==> src/rtl/programmer_pkg.sv <==
// Shared state encoding, timing-counter width and test opcodes for the
// CPU_UNIT programmer-port transmitter.
package programmer_pkg;

    localparam int TCW = 16;

    localparam logic [7:0] OP_SET_RLO   = 8'h18;
    localparam logic [7:0] OP_SEM_WRITE = 8'hC0;
    localparam logic [7:0] OP_SEM_READ  = 8'hDE;

    typedef enum logic [3:0] {
        ST_IDLE,
        ST_ENTER,
        ST_FETCH,
        ST_SETUP,
        ST_SCK_HI,
        ST_SCK_LO,
        ST_WAIT_ACK,
        ST_ACK_LOW,
        ST_COMMIT,
        ST_RELEASE
    } prog_state_e;

endpackage

==> src/rtl/prog_byte_fifo.sv <==
// Synchronous {last,data} byte buffer with async-reset pointers; an extra
// wrap bit on each pointer distinguishes full from empty.
module prog_byte_fifo #(
    parameter int unsigned DEPTH = 16,
    parameter int unsigned WIDTH = 9
) (
    input  logic             i_clk,
    input  logic             i_rst,
    input  logic             i_flush,
    input  logic             i_push,
    input  logic [WIDTH-1:0] i_wdata,
    input  logic             i_pop,
    output logic [WIDTH-1:0] o_rdata,
    output logic             o_ready,
    output logic             o_empty
);
    localparam int unsigned AW = $clog2(DEPTH);

    logic [WIDTH-1:0] r_mem [DEPTH];
    logic [AW:0]      r_wptr;
    logic [AW:0]      r_rptr;
    logic             w_full;
    logic             w_do_pop;
    logic             w_do_push;

    assign o_empty   = (r_wptr == r_rptr);
    assign w_full    = (r_wptr[AW] != r_rptr[AW]) && (r_wptr[AW-1:0] == r_rptr[AW-1:0]);
    assign w_do_pop  = i_pop && !o_empty;
    // A pop in the same cycle frees a slot, so a full buffer may still accept.
    assign o_ready   = !w_full || w_do_pop;
    assign w_do_push = i_push && o_ready && !i_flush;
    assign o_rdata   = r_mem[r_rptr[AW-1:0]];

    always_ff @(posedge i_clk) begin
        if (w_do_push) begin
            r_mem[r_wptr[AW-1:0]] <= i_wdata;
        end
    end

    always_ff @(posedge i_clk or posedge i_rst) begin
        if (i_rst) begin
            r_wptr <= '0;
            r_rptr <= '0;
        end else if (i_flush) begin
            r_wptr <= '0;
            r_rptr <= '0;
        end else begin
            if (w_do_push) begin
                r_wptr <= r_wptr + 1'b1;
            end
            if (w_do_pop) begin
                r_rptr <= r_rptr + 1'b1;
            end
        end
    end

endmodule

==> src/rtl/programmer_link_tx.sv <==
// Host-side transmitter for the CPU_UNIT programmer port: buffers host bytes,
// strobes them out with SCK, commits with PCK. Optional PROG_ACK_WAIT_EN adds
// per-byte ACK handshaking with timeout abort.
module programmer_link_tx
    import programmer_pkg::*;
#(
    parameter int unsigned FIFO_DEPTH  = 16,
    parameter int unsigned SETUP_CYC   = 1,
    parameter int unsigned SCK_HI_CYC  = 1,
    parameter int unsigned SCK_LO_CYC  = 1,
    parameter int unsigned RELEASE_CYC = 20,
    parameter int unsigned ACK_TIMEOUT = 255
) (
    input  logic        CLK,
    input  logic        RESET,
    input  logic        HOST_Start,
    input  logic [7:0]  HOST_Data,
    input  logic        HOST_Valid,
    input  logic        HOST_Last,
    output logic        HOST_Ready,
    output logic [7:0]  PROGRAMMER_InputData,
    output logic        PROGRAMMER_SCK,
    output logic        PROGRAMMER_PCK,
    output logic        PROGRAMMER_Reset,
    input  logic        PROGRAMMER_ACK,
    output logic        BUSY,
    output logic        DONE,
    output logic        ERROR,
    output logic [15:0] BYTE_COUNT
);
    prog_state_e      r_state;
    prog_state_e      w_state_nxt;
    logic [TCW-1:0]   r_tcnt;
    logic [TCW-1:0]   w_tcnt_nxt;
    logic [7:0]       r_data;
    logic             r_last;
    logic [15:0]      r_count;
    logic             r_done;
    logic             r_error;
    logic             w_pop;
    logic             w_flush;
    logic             w_start_sess;
    logic             w_inc_cnt;
    logic             w_done_nxt;
    logic             w_err_set;
    logic             w_fifo_empty;
    logic [8:0]       w_fifo_rdata;

    prog_byte_fifo #(
        .DEPTH (FIFO_DEPTH),
        .WIDTH (9)
    ) u_fifo (
        .i_clk   (CLK),
        .i_rst   (RESET),
        .i_flush (w_flush),
        .i_push  (HOST_Valid),
        .i_wdata ({HOST_Last, HOST_Data}),
        .i_pop   (w_pop),
        .o_rdata (w_fifo_rdata),
        .o_ready (HOST_Ready),
        .o_empty (w_fifo_empty)
    );

    always_comb begin
        w_state_nxt  = r_state;
        w_tcnt_nxt   = r_tcnt + 1'b1;
        w_pop        = 1'b0;
        w_flush      = 1'b0;
        w_start_sess = 1'b0;
        w_inc_cnt    = 1'b0;
        w_done_nxt   = 1'b0;
        w_err_set    = 1'b0;
        case (r_state)
            ST_IDLE: begin
                w_tcnt_nxt = '0;
                if (HOST_Start) begin
                    w_state_nxt  = ST_ENTER;
                    w_start_sess = 1'b1;
                end
            end
            ST_ENTER: begin
                w_tcnt_nxt  = '0;
                w_state_nxt = ST_FETCH;
            end
            ST_FETCH: begin
                w_tcnt_nxt = '0;
                if (!w_fifo_empty) begin
                    w_pop       = 1'b1;
                    w_state_nxt = ST_SETUP;
                end
            end
            ST_SETUP: begin
                if (r_tcnt == TCW'(SETUP_CYC - 1)) begin
                    w_tcnt_nxt  = '0;
                    w_state_nxt = ST_SCK_HI;
                end
            end
            ST_SCK_HI: begin
                if (r_tcnt == TCW'(SCK_HI_CYC - 1)) begin
                    w_tcnt_nxt  = '0;
                    w_inc_cnt   = 1'b1;
                    w_state_nxt = ST_SCK_LO;
                end
            end
            ST_SCK_LO: begin
                if (r_tcnt == TCW'(SCK_LO_CYC - 1)) begin
                    w_tcnt_nxt = '0;
`ifdef PROG_ACK_WAIT_EN
                    w_state_nxt = ST_WAIT_ACK;
`else
                    w_state_nxt = r_last ? ST_COMMIT : ST_FETCH;
`endif
                end
            end
`ifdef PROG_ACK_WAIT_EN
            // Timeout abandons the session without a commit and discards queued bytes.
            ST_WAIT_ACK: begin
                if (PROGRAMMER_ACK) begin
                    w_tcnt_nxt  = '0;
                    w_state_nxt = ST_ACK_LOW;
                end else if (r_tcnt == TCW'(ACK_TIMEOUT)) begin
                    w_err_set   = 1'b1;
                    w_flush     = 1'b1;
                    w_state_nxt = ST_IDLE;
                end
            end
            ST_ACK_LOW: begin
                if (!PROGRAMMER_ACK) begin
                    w_tcnt_nxt  = '0;
                    w_state_nxt = r_last ? ST_COMMIT : ST_FETCH;
                end else if (r_tcnt == TCW'(ACK_TIMEOUT)) begin
                    w_err_set   = 1'b1;
                    w_flush     = 1'b1;
                    w_state_nxt = ST_IDLE;
                end
            end
`endif
            ST_COMMIT: begin
                w_tcnt_nxt  = '0;
                w_state_nxt = ST_RELEASE;
            end
            ST_RELEASE: begin
                if (r_tcnt == TCW'(RELEASE_CYC - 1)) begin
                    w_done_nxt  = 1'b1;
                    w_state_nxt = ST_IDLE;
                end
            end
            default: w_state_nxt = ST_IDLE;
        endcase
    end

    always_ff @(posedge CLK or posedge RESET) begin
        if (RESET) begin
            r_state <= ST_IDLE;
            r_tcnt  <= '0;
        end else begin
            r_state <= w_state_nxt;
            r_tcnt  <= w_tcnt_nxt;
        end
    end

    always_ff @(posedge CLK or posedge RESET) begin
        if (RESET) begin
            r_data  <= '0;
            r_last  <= 1'b0;
            r_count <= '0;
            r_done  <= 1'b0;
            r_error <= 1'b0;
        end else begin
            r_done <= w_done_nxt;
            if (w_pop) begin
                {r_last, r_data} <= w_fifo_rdata;
            end
            if (w_start_sess) begin
                r_count <= '0;
            end else if (w_inc_cnt && (r_count != '1)) begin
                r_count <= r_count + 1'b1;
            end
            if (w_start_sess) begin
                r_error <= 1'b0;
            end else if (w_err_set) begin
                r_error <= 1'b1;
            end
        end
    end

`ifndef PROG_ACK_WAIT_EN
    logic w_unused_ack;
    assign w_unused_ack = PROGRAMMER_ACK & (ACK_TIMEOUT != 0);
`endif

    assign PROGRAMMER_InputData = r_data;
    assign PROGRAMMER_SCK       = (r_state == ST_SCK_HI);
    assign PROGRAMMER_PCK       = (r_state == ST_COMMIT);
    assign PROGRAMMER_Reset     = (r_state != ST_IDLE);
    assign BUSY                 = (r_state != ST_IDLE);
    assign DONE                 = r_done;
    assign ERROR                = r_error;
    assign BYTE_COUNT           = r_count;

endmodule

==> config.mk <==
export PLATFORM = sky130hd
export DESIGN_NAME = programmer_link_tx
export DESIGN_NICKNAME = d
export VERILOG_FILES = /design/src/rtl/programmer_pkg.sv /design/src/rtl/prog_byte_fifo.sv /design/src/rtl/programmer_link_tx.sv
export SDC_FILE = /design/constraint.sdc
export NUM_CORES = 1
export LEC_CHECK = 0
export CORE_MARGIN = 2
export CORE_UTILIZATION = 60
export DETAILED_ROUTE_END_ITERATION = 7
export PLACE_DENSITY = 0.89
export RECOVER_POWER = 25
export SLEW_MARGIN = 20
export SYNTH_ARGS = -nofsm -noshare
export SYNTH_HDL_FRONTEND = slang
export SYNTH_HIERARCHICAL = 1
export SYNTH_SLANG_ARGS = --single-unit
==> constraint.sdc <==
create_clock -name CLK -period 4.34 [get_ports CLK]
set_clock_uncertainty 0.2 [all_clocks]
set_input_delay 0.651 -clock CLK [delete_from_list [all_inputs] [get_ports CLK]]
set_output_delay 0.651 -clock CLK [all_outputs]
set_load 0.02 [all_outputs]
# == Yosys cells after proc, flatten, opt, wreduce, memory -nomap -nowiden ==
# Memories as Yosys holds them, arrays and structs flattened. A register that Yosys moved wholly into a read port is not among the register bits.
# Index checks and enable logic that the tools add are counted.
# classes
addsub,4
eq_ne,18
n_mux,22
n_reduce_logical,14
# ops
op,n
2-to-1 mux 16 bit,3
adder 16 x 1 -> 16 bit (second input constant),2
case mux 16 bit (2 select lines),1
case mux 4 bit (8 select lines),1
2-to-1 mux 4 bit,7
== test 16 x 5 -> 1 bit (second input constant),1
logical NOT 16 bit,1
!= test 16 bit (second input constant),1
adder 5 x 1 -> 5 bit (second input constant),2
2-to-1 mux 1 bit,10
!= test 2 bit (second input constant),5
== test 4 x 2 -> 1 bit (second input constant),2
== test 4 x 3 -> 1 bit (second input constant),2
== test 4 bit (second input constant),2
AND reduction 6 bit,1
== test 5 bit,1
== test 4 x 1 -> 1 bit (second input constant),1
== test 4 bit,1
logical AND 1 bit,4
logical NOT 4 bit,1
nonzero test 4 bit,1
OR reduction 4 bit,1
OR reduction 3 bit,1
logical NOT 1 bit,2
4 further kinds,4
# word_totals
ff_bits,47
mem_bits_rw,144
inputBits,14
elab_cells,65
n_memories,1
# memory_table
memory,depth,word_bits,read_ports,rd_ports_with_merged_regs,wr,line_no,rtl
u_fifo.r_mem,16,9,1,1,1,prog_byte_fifo.sv:19,logic [WIDTH-1:0] r_mem [DEPTH];

# == Depth between registers and ports, before layout ==
# depth
depth_word,8
mapped_depth,11
mapped_depth_nobuf,8

# == Hierarchy ==
# The synthesis kept the hierarchy.
# by_module_without_submodules
module,instances,cells_per_inst,area_per_inst_um2
prog_byte_fifo,1,344,6419.9
programmer_link_tx,1,260,2376.0

# == Least setup slack after synthesis ==
# OpenSTA, ideal clock, no wires.
# synth_timing
path_type,register to register
startpoint,register u_fifo.r_wptr[2]
endpoint,memory u_fifo.r_mem[0][0] (enable)
t_arrival_ps,2871
t_required_ps,3741
slack_ps,870
stages_incl_launch_ff,11
n_path_buf,2
synth_period_minus_slack_ps,3470
cell_sequence,dfrtp_1 > buf_6 > xnor2_1 > and4_4 > buf_6 > and2_4 > nand3b_1 > clkinv_1 > or2_4 > o21ai_4 > nor4_1
# synth_between
elab_chain_len,8
elab_cells_between_ends,12
# synth_rtl
item,line_no,rtl
from (decl),prog_byte_fifo.sv:20,logic [AW:0] r_wptr;
from (signal assigned),prog_byte_fifo.sv:49,r_wptr <= r_wptr + 1'b1;
== test 5 bit,prog_byte_fifo.sv:26,assign o_empty = (r_wptr == r_rptr);
net w_fifo_empty,programmer_link_tx.sv:46,logic w_fifo_empty;
2-to-1 mux 1 bit,programmer_link_tx.sv:87,if (!w_fifo_empty) begin
2-to-1 mux 1 bit,programmer_link_tx.sv:73,case (r_state)
net w_pop,programmer_link_tx.sv:40,logic w_pop;
logical AND 1 bit,prog_byte_fifo.sv:28,assign w_do_pop = i_pop && !o_empty;
logical OR 1 bit,prog_byte_fifo.sv:30,assign o_ready = !w_full || w_do_pop;
logical AND 1 bit,prog_byte_fifo.sv:31,assign w_do_push = i_push && o_ready && !i_flush;
2-to-1 mux 1 bit,prog_byte_fifo.sv:35,if (w_do_push) begin
2-to-1 mux 1 bit (implied by the code),prog_byte_fifo.sv:36,r_mem[r_wptr[AW-1:0]] <= i_wdata;
to (decl),prog_byte_fifo.sv:19,
# The timed path passes the listed nets, and every way through them passes these cells.

# == Worst setup path in the final report ==
# layout_timing
startpoint,register u_fifo.r_wptr[2]
endpoint,output port HOST_Ready
# layout_between
elab_chain_len,5
elab_cells_between_ends,9
# layout_rtl
item,line_no,rtl
== test 5 bit,prog_byte_fifo.sv:26,
net w_fifo_empty,programmer_link_tx.sv:46,
2-to-1 mux 1 bit,programmer_link_tx.sv:87,
2-to-1 mux 1 bit,programmer_link_tx.sv:73,
net w_pop,programmer_link_tx.sv:40,
logical AND 1 bit,prog_byte_fifo.sv:28,
logical OR 1 bit,prog_byte_fifo.sv:30,
to (decl),programmer_link_tx.sv:20,"output logic HOST_Ready,"
# The timed path passes the listed nets, and every way through them passes these cells.

==> impl_metrics.env <==
export IMPL_wl_per_cell_um=24.1
export IMPL_synth_most_common_cell="edfxtp_1"
export IMPL_ys_ff_latch=200
export IMPL_reg2reg_slack_ps=580
export IMPL_grt_pass1_wl_um=31200
export IMPL_endpoint_kind="output pin"
export IMPL_cp_cell_sequence="xnor2_1, and4_4, and2_4, nand3b_1, clkinv_1, nor2_1, nand2_1, clkdlybuf4s50_1"
export IMPL_worst_ep_required_time_ps=3490
export IMPL_port_buffers=42
export IMPL_crit_family="simple AND/OR/NAND/NOR gates"
export IMPL_nNetsFinal=676
export IMPL_clk_latency_ps=440
export IMPL_synth_main_ff_cell="edfxtp_1"
export IMPL_holdPathEnd="PROGRAMMER_InputData[0]"
export IMPL_regArea_mm2=0.00573
export IMPL_antenna_cells=0
export IMPL_max_cap_viol_count=0
export IMPL_final_hold_viol_count=0
export IMPL_viasPerCell=6.79
export IMPL_async_reset_ff_share_pct=28.0
export IMPL_htreeDepth=4
export IMPL_fin_hold_ws_ps=283
export IMPL_setup_violations_final=0
export IMPL_fp_coreArea_mm2=0.0144
export IMPL_die_x_um=125
export IMPL_gp_congestion=0.850
export IMPL_syn_inst=604
export IMPL_cp_start_kind="register"
export IMPL_path_max_fanout=10
export IMPL_final_util_pct=70.1
export IMPL_fmax_ghz=0.236
export IMPL_drt_iter0_drc=633
export IMPL_synth_area_mm2=0.00880
export IMPL_critPathKind="register to output pin"
export IMPL_synth_avg_cell_area_um2=14.6
export IMPL_p_leak_uw=0.00342
export IMPL_cp_arrival_ps=3380
export IMPL_grt_pass1_vias=5670
export IMPL_dp_cells=819
export IMPL_path_buf_inv=2
export IMPL_final_setup_tns_ps=0
export IMPL_hold_start="PROGRAMMER_InputData[0]"
export IMPL_slowest_delay_ps=590
export IMPL_multiInputGateArea_mm2=0.00296
export IMPL_p_per_area_mw_per_mm2=456
export IMPL_timing_rr_start="u_fifo/r_wptr[2]"
export IMPL_routed_wl_um=20500
export IMPL_fill_cells=837
export IMPL_cts_sinks=200
export IMPL_period_minus_slack_ps=4230
export IMPL_cts_buffers=17
export IMPL_postRouteAntennaNets=0
export IMPL_stdcell_count=851
export IMPL_rows=44
export IMPL_yosys_warnings=6
export IMPL_r2r_end="u_fifo/r_mem[10][5]"
export IMPL_drive_above_1_share_pct=14.4
export IMPL_synth_area_leaders="edfxtp_1 49%, dfrtp_1 16%, mux4_2 6.7%"
export IMPL_synth_top_area_share_pct=49.2
export IMPL_grt_max_degree=41
export IMPL_slew_viol_final=0
export IMPL_status="completed"
export IMPL_clk_pin_slew_ps=70
export IMPL_start_util_pct=61.0
export IMPL_r2r_cells=9
export IMPL_cts_hold_buf=0
export IMPL_dieArea_mm2=0.0156
export IMPL_slew_headroom_pct=25.6
export IMPL_grtUsageTotal_pct=26.3
export IMPL_grt_antenna_before_repair=0
export IMPL_die_y_um=125
export IMPL_yosys_area_top_type="edfxtp_1"
export IMPL_gr_total_overflow=0
export IMPL_post_cts_buffers=0
export IMPL_ios=45
export IMPL_tightestPinTransition_ps=1110
export IMPL_drc=0
export IMPL_synth_edf_count=144
export IMPL_cts_buffer_depth=2
export IMPL_hpwlAfterDp_um=12100
export IMPL_whs_path_depth=2
export IMPL_first_pass_iters=6
export IMPL_hp_class="register to register"
export IMPL_fin_crit_sh_pct=97.6
export IMPL_cts_tree="built"
export IMPL_synth_commonest_cells="144 x edfxtp_1, 75 x nand2_1, 56 x dfrtp_1"
export IMPL_areaGrowthSynthToFinish_pct=14.9
export IMPL_synth_cell_types=62
export IMPL_vias=5781
export IMPL_cts_root_buffer="clkbuf_16"
export IMPL_ir_drop_v=0.000310
export IMPL_crit_start="u_fifo/r_wptr[2]"
export IMPL_rsz0062_at_grt="false"
export IMPL_critPathSlowestCell="clkdlybuf4s50_1"
export IMPL_seq_area_frac_synth_pct=65.1
registers in the layout (all words and copies together), names as in the netlist:
| signal | flops |
|---|---|
| u_fifo/r_wptr | 5 |
| r_last | 1 |
| u_fifo/r_mem | 144 |
| BYTE_COUNT | 16 |
| r_tcnt | 16 |
| r_state | 4 |
| DONE | 1 |
| PROGRAMMER_InputData | 8 |
| u_fifo/r_rptr | 5 |
what timing repair did:
action / in CTS / in global routing
hold endpoints to repair: 0 / 0
endpoints found under the setup margin: 0 / 1
resized for setup: 0 / 2
tightest hold or removal path, cell delays in order (launching register included):
cell	delay, ps
dfrtp_1	350
nand2_1	50
nand2_1	60
cells in the final DEF, fill, tap and decap left out, types with 13 or more instances in the layout:
cell type / instances
a21oi_1: 14
nor2_1: 37
edfxtp_1: 144
xnor2_1: 13
nor2b_1: 13
mux4_2: 26
dfrtp_1: 53
clkdlybuf4s50_1: 34
nand2_1: 75
clkbuf_16: 17
nand3_1: 14
how the worst max path moves through the flow:
| stage | endpoint | slack (ps) | depth (start not counted) |
|---|---|---|---|
| detailed placement | u_fifo/r_mem[1][4] | 680 | 8 |
| global route | HOST_Ready | 10 | 8 |
| floorplan | u_fifo/r_mem[0][0] | 870 | 10 |
| finish | HOST_Ready | 110 | 8 |
| CTS | HOST_Ready | 110 | 8 |
| global placement | u_fifo/r_mem[15][0] | 810 | 8 |
cell families after synthesis:
logic type	share of synthesized area (%)
AOI/OAI and AO/OA	5.80
xor gates and xnor gates	2.18
adders and majority gates	1.14
buffers and inverters	2.76
DFF	65.1
muxes	10.6
other	0.0426
and+or+nand+nor	12.4
power breakdown:
part	internal [µW]	leakage, µW	switching, µW	total, µW
Clock	873	0.000296	737	1610
Combinational	305	0.00108	436	742
Sequential	2140	0.00205	119	2260
Total	3320	0.00342	1290	4610
through the flow:
| step | instance area (µm²) | setup WS, ps | total power [µW] |
|---|---|---|---|
| after floorplan | 8830 | 870 | 2750 |
| after global placement | 9420 | 810 | 2950 |
| after detailed placement | 9440 | 678 | 3010 |
| after CTS | 10100 | 105 | 4610 |
| after global routing | 10100 | 14.9 | 4780 |
| final | 10100 | 105 | 4610 |
area by class of cell:
cell class	count	share of cell area, %
sequential	200	56.7
multi-input combinational	365	29.3
timing repair buffer	54	5.05
clock buffer	17	4.21
tap	184	2.28
clock inverter	15	1.87
inverter	16	0.594
routing by layer:
| layer | global-route usage, % | up-vias | wire [µm] |
|---|---|---|---|
| met4 | 11.9 | 0 | 907 |
| li1 | - | 2418 | - |
| met3 | 6.50 | 95 | 1820 |
| met2 | 43.0 | 395 | 10100 |
| met1 | 33.6 | 2873 | 7730 |
| met5 | 0 | - | 0 |
(Power assumes the default switching activity.)
==> variant 1 (same flow settings) <==
The 10 states of `prog_state_e` get a Gray code encoding in 4 bits.
--- a/src/rtl/programmer_pkg.sv
+++ b/src/rtl/programmer_pkg.sv
@@ -9,16 +9,16 @@
     localparam logic [7:0] OP_SEM_READ  = 8'hDE;
 
     typedef enum logic [3:0] {
-        ST_IDLE,
-        ST_ENTER,
-        ST_FETCH,
-        ST_SETUP,
-        ST_SCK_HI,
-        ST_SCK_LO,
-        ST_WAIT_ACK,
-        ST_ACK_LOW,
-        ST_COMMIT,
-        ST_RELEASE
+        ST_IDLE     = 4'b0000,
+        ST_ENTER    = 4'b0001,
+        ST_FETCH    = 4'b0011,
+        ST_SETUP    = 4'b0010,
+        ST_SCK_HI   = 4'b0110,
+        ST_SCK_LO   = 4'b0111,
+        ST_WAIT_ACK = 4'b0101,
+        ST_ACK_LOW  = 4'b0100,
+        ST_COMMIT   = 4'b1100,
+        ST_RELEASE  = 4'b1101
     } prog_state_e;
 
 endpackage
Behaviour: same outputs for any inputs over 10 cycles, from zero or initial values and one cycle with RESET high; not proved beyond that.
==> variant 1 against the unedited design <==
  * The run now ends with capacitance limit, slew limit left
  * Count of clock-buffer cells in the layout rose by 4
  * Sequential power rose by 4%
  * Synthesized area barely moved
  * Worst setup slack improved by 0.17 ns
  * Via count fell by 3.0%
  * Sequential cell count did not move
  * Critical path type unchanged
  * Power rose by 6.4%
  * Wire length fell by 5.2%
  * Fmax rose by 4.1%
  * Non-clock buffer count fell by 1
  * Largest cell class unchanged
  * Final area fell by 0.52%
==> variant 1: results (changes against the unedited design) <==
Pins Over Slew Limit=47 (+47); DR pass1 iterations=7 (+1); initial DRC count=593 (-6.3%); first-pass GRT wire length=30.2 mm (-2.9%); Hold WS=0.310 ns (+0.0263 ns); grt met2 use=41.5% (-1.5 points); status=finished with violations; largest net degree at the start of global routing=47 (+15%); P_sw=1.46 mW (+13%); GP Congestion=0.870 (+2.3%); worst reg2reg path endpoint=u_fifo/r_mem[3][1]; drt via density=6.67 (-1.8%); Slew @ Worst Pin=2.10 ns (+0.998 ns); Max IR drop VDD=0.000452 V (+46%); Final #Nets=664 (-1.8%); share of cells above drive strength 1=15.6% (+1.2 points); gr usage total=25.5% (-0.80 points); Worst Path Arrival=3.22 ns (-0.16 ns); GRT met3 Usage=7.27% (+0.77 points); initial antenna violation count=1 (+1); routed wl met2=9.92 mm (-1.5%); dpl ws=0.607 ns (-0.0710 ns); placed insts=807 (-1.5%); CP max-delay cell=dfrtp_1; synth top area cells=edfxtp_1 (49%), dfrtp_1 (16%), mux4_2 (6.7%); failing checks=capacitance limit, slew limit; Mapped Cells=593 (-1.8%); Synth top cells by count=edfxtp_1 (144), dfrtp_1 (56), nand2_1 (46); Cell Area, Placed=0.00943 mm² (-0.12%); met3 WL=1.70 mm (-6.6%); Clock Power Share=31.6% (-3.3 points); met1 usage=32.0% (-1.6 points); # Max-Cap Violations=1 (+1); R2R depth=7 (-2); Hold Path Depth=1 (-1); DRT met1 WL=7.22 mm (-6.6%); Seq. pwr=2.36 mW (+4%); final WL=19.4 mm (-5.2%)
variant 1: cell types whose count changed after synthesis, sizes merged, moves of 3 or more:
cell    change
and3        +3
mux2i       -3
nand3       +6
o211ai      -3
mux2        +9
o21ai       +3
or4         -6
nor2        +5
nand2      -29
a21oi       +3
variant 1: area by class of cell:
type	count	area (µm²)
repair buffers	53	503
well taps	184	230
diodes	1	2.50
clock inverters	11	129
clock buffers	21	450
multi-input cells	356	2960
fillers	851	4370
flip-flops and latches	200	5730
inverters	14	53.8
variant 1: logic make-up (layout without fill, tap and decap cells):
kind of cell               count (synthesis)  in the layout  synth area share [%]
and+or+nand+nor                          191            191                  11.4
buffers and inverters                     45             99                  2.67
AOI/OAI and AO/OA                         74             74                  5.73
xor gates and xnor gates                  24             24                  2.47
other                                      1             10                0.0426
DFF                                      200            200                  65.1
adders and majority gates                  8              8                  1.14
muxes                                     50             50                  11.4
==> variant 2 (same flow settings) <==
Made on the original files. Change the parameter `RELEASE_CYC` from 20 to 10.
--- a/src/rtl/programmer_link_tx.sv
+++ b/src/rtl/programmer_link_tx.sv
@@ -8,7 +8,7 @@
     parameter int unsigned SETUP_CYC   = 1,
     parameter int unsigned SCK_HI_CYC  = 1,
     parameter int unsigned SCK_LO_CYC  = 1,
-    parameter int unsigned RELEASE_CYC = 20,
+    parameter int unsigned RELEASE_CYC = 10,
     parameter int unsigned ACK_TIMEOUT = 255
 ) (
     input  logic        CLK,
Formal check against the unedited RTL: same outputs for any inputs over 10 cycles, from zero or initial values and one cycle with RESET high; that may be too few to reach the edited logic, so the function may still have changed.
==> variant 2 against the unedited design <==
  * The flow now finishes with violations (capacitance limit, slew limit)
  * Final area up 0.72%
  * Power decreased by 1.0%
  * Sequential share of layout area fell by 0.42 points
  * Combinational power decreased by 7.7%
  * Wire length fell by 7.6%
  * Synthesized area up 1.2%
  * Hold slack better by 0.0060 ns
  * Highest routed layer unchanged
  * Critical endpoint unchanged
  * Sequential cell count stayed put
  * Worst setup slack better by 0.14 ns
  * Utilization hardly changed
  * Synthesized cell count increased by 0.83%
  * Largest cell class unchanged
  * Die area grew 1.1%
==> variant 2: results (changes against the unedited design) <==
GRT met3 Usage=5.90% (-0.60 points); met3 WL=1.43 mm (-21%); Leakage=3.52 nW (+2.9%); first-pass GRT wire length=30.7 mm (-1.3%); drt via density=6.50 (-4.3%); met1 usage=34.3% (+0.63 points); worst reg2reg path endpoint=u_fifo/r_mem[7][0]; Seq/Total Area, Yosys=64.4% (-0.74 points); Worst Path Arrival=3.24 ns (-0.14 ns); initial DRC count=696 (+10%); Pins Over Slew Limit=47 (+47); post-synthesis mux area share=10.5% (-0.12 points); Tmin final=4.09 ns (-0.142 ns); Mapped Cells=609 (+0.83%); Final #Nets=685 (+1.3%); wire length per cell=22.1 µm (-8.3%); dpl ws=0.715 ns (+0.0362 ns); Worst R2R Setup Slack=0.73 ns (+0.15 ns); Synth Area in Adders=1.27% (+0.13 points); status=finished with violations; routed wl met2=9.42 mm (-6.4%); synth unique cells=66 (+6.5%); placed insts=827 (+0.98%); Hold WS=0.290 ns (+0.00602 ns); highest metal used=met4; GP Congestion=0.888 (+4.4%); Slew @ Worst Pin=2.48 ns (+1.37 ns); post-synthesis compound-gate area fraction=5.70% (-0.11 points); synth top area cells=edfxtp_1 (49%), dfrtp_1 (16%), mux4_2 (6.6%); Synth top cells by count=edfxtp_1 (144), nand2_1 (78), dfrtp_1 (56); final WL=19.0 mm (-7.6%); # Max-Cap Violations=1 (+1); gr usage total=25.5% (-0.75 points); Switching Fraction=25.7% (-2.3 points); DRT met1 WL=7.61 mm (-1.5%); Max IR drop VDD=0.000342 V (+10%); DR pass1 iterations=5 (-1); hold wc startpoint=PROGRAMMER_InputData[5]; failing checks=capacitance limit, slew limit; largest net degree at the start of global routing=47 (+15%); post-DP HPWL=11.8 mm (-2.6%); grt met2 use=41.8% (-1.1 points)
[variant 2: cell types whose count changed after synthesis, moves of 3 or more]
cell	before	now
nand2_1	75	78
and3_1	3	7
nand2b_1	0	3
nor4_1	10	7
o31ai_1	6	3
or4_1	8	4
nor2_1	37	33
inv_1	13	10
nand3_1	14	17
[variant 2: power by group through the flow]
stage | combinational, mW | clock, mW | sequential (mW)
floorplan | 0.435 | 0 | 2.27
global placement | 0.653 | 0 | 2.24
detailed placement | 0.676 | 0 | 2.25
CTS | 0.683 | 1.68 | 2.21
global route | 0.751 | 1.76 | 2.23
finish | 0.685 | 1.66 | 2.21
[variant 2: what timing repair did]
action | CTS | global route
setup endpoints to repair | 0 | 1
buffers inserted | 0 | 0
gates resized for setup | 0 | 1
[variant 2: area by class of cell]
type                    count  area (µm²)
clock inverters            13         195
fillers                   887        4350
clock buffers              17         425
well taps                 184         230
flip-flops and latches    200        5730
repair buffers             58         537
multi-input cells         372        3020
inverters                  13        48.8
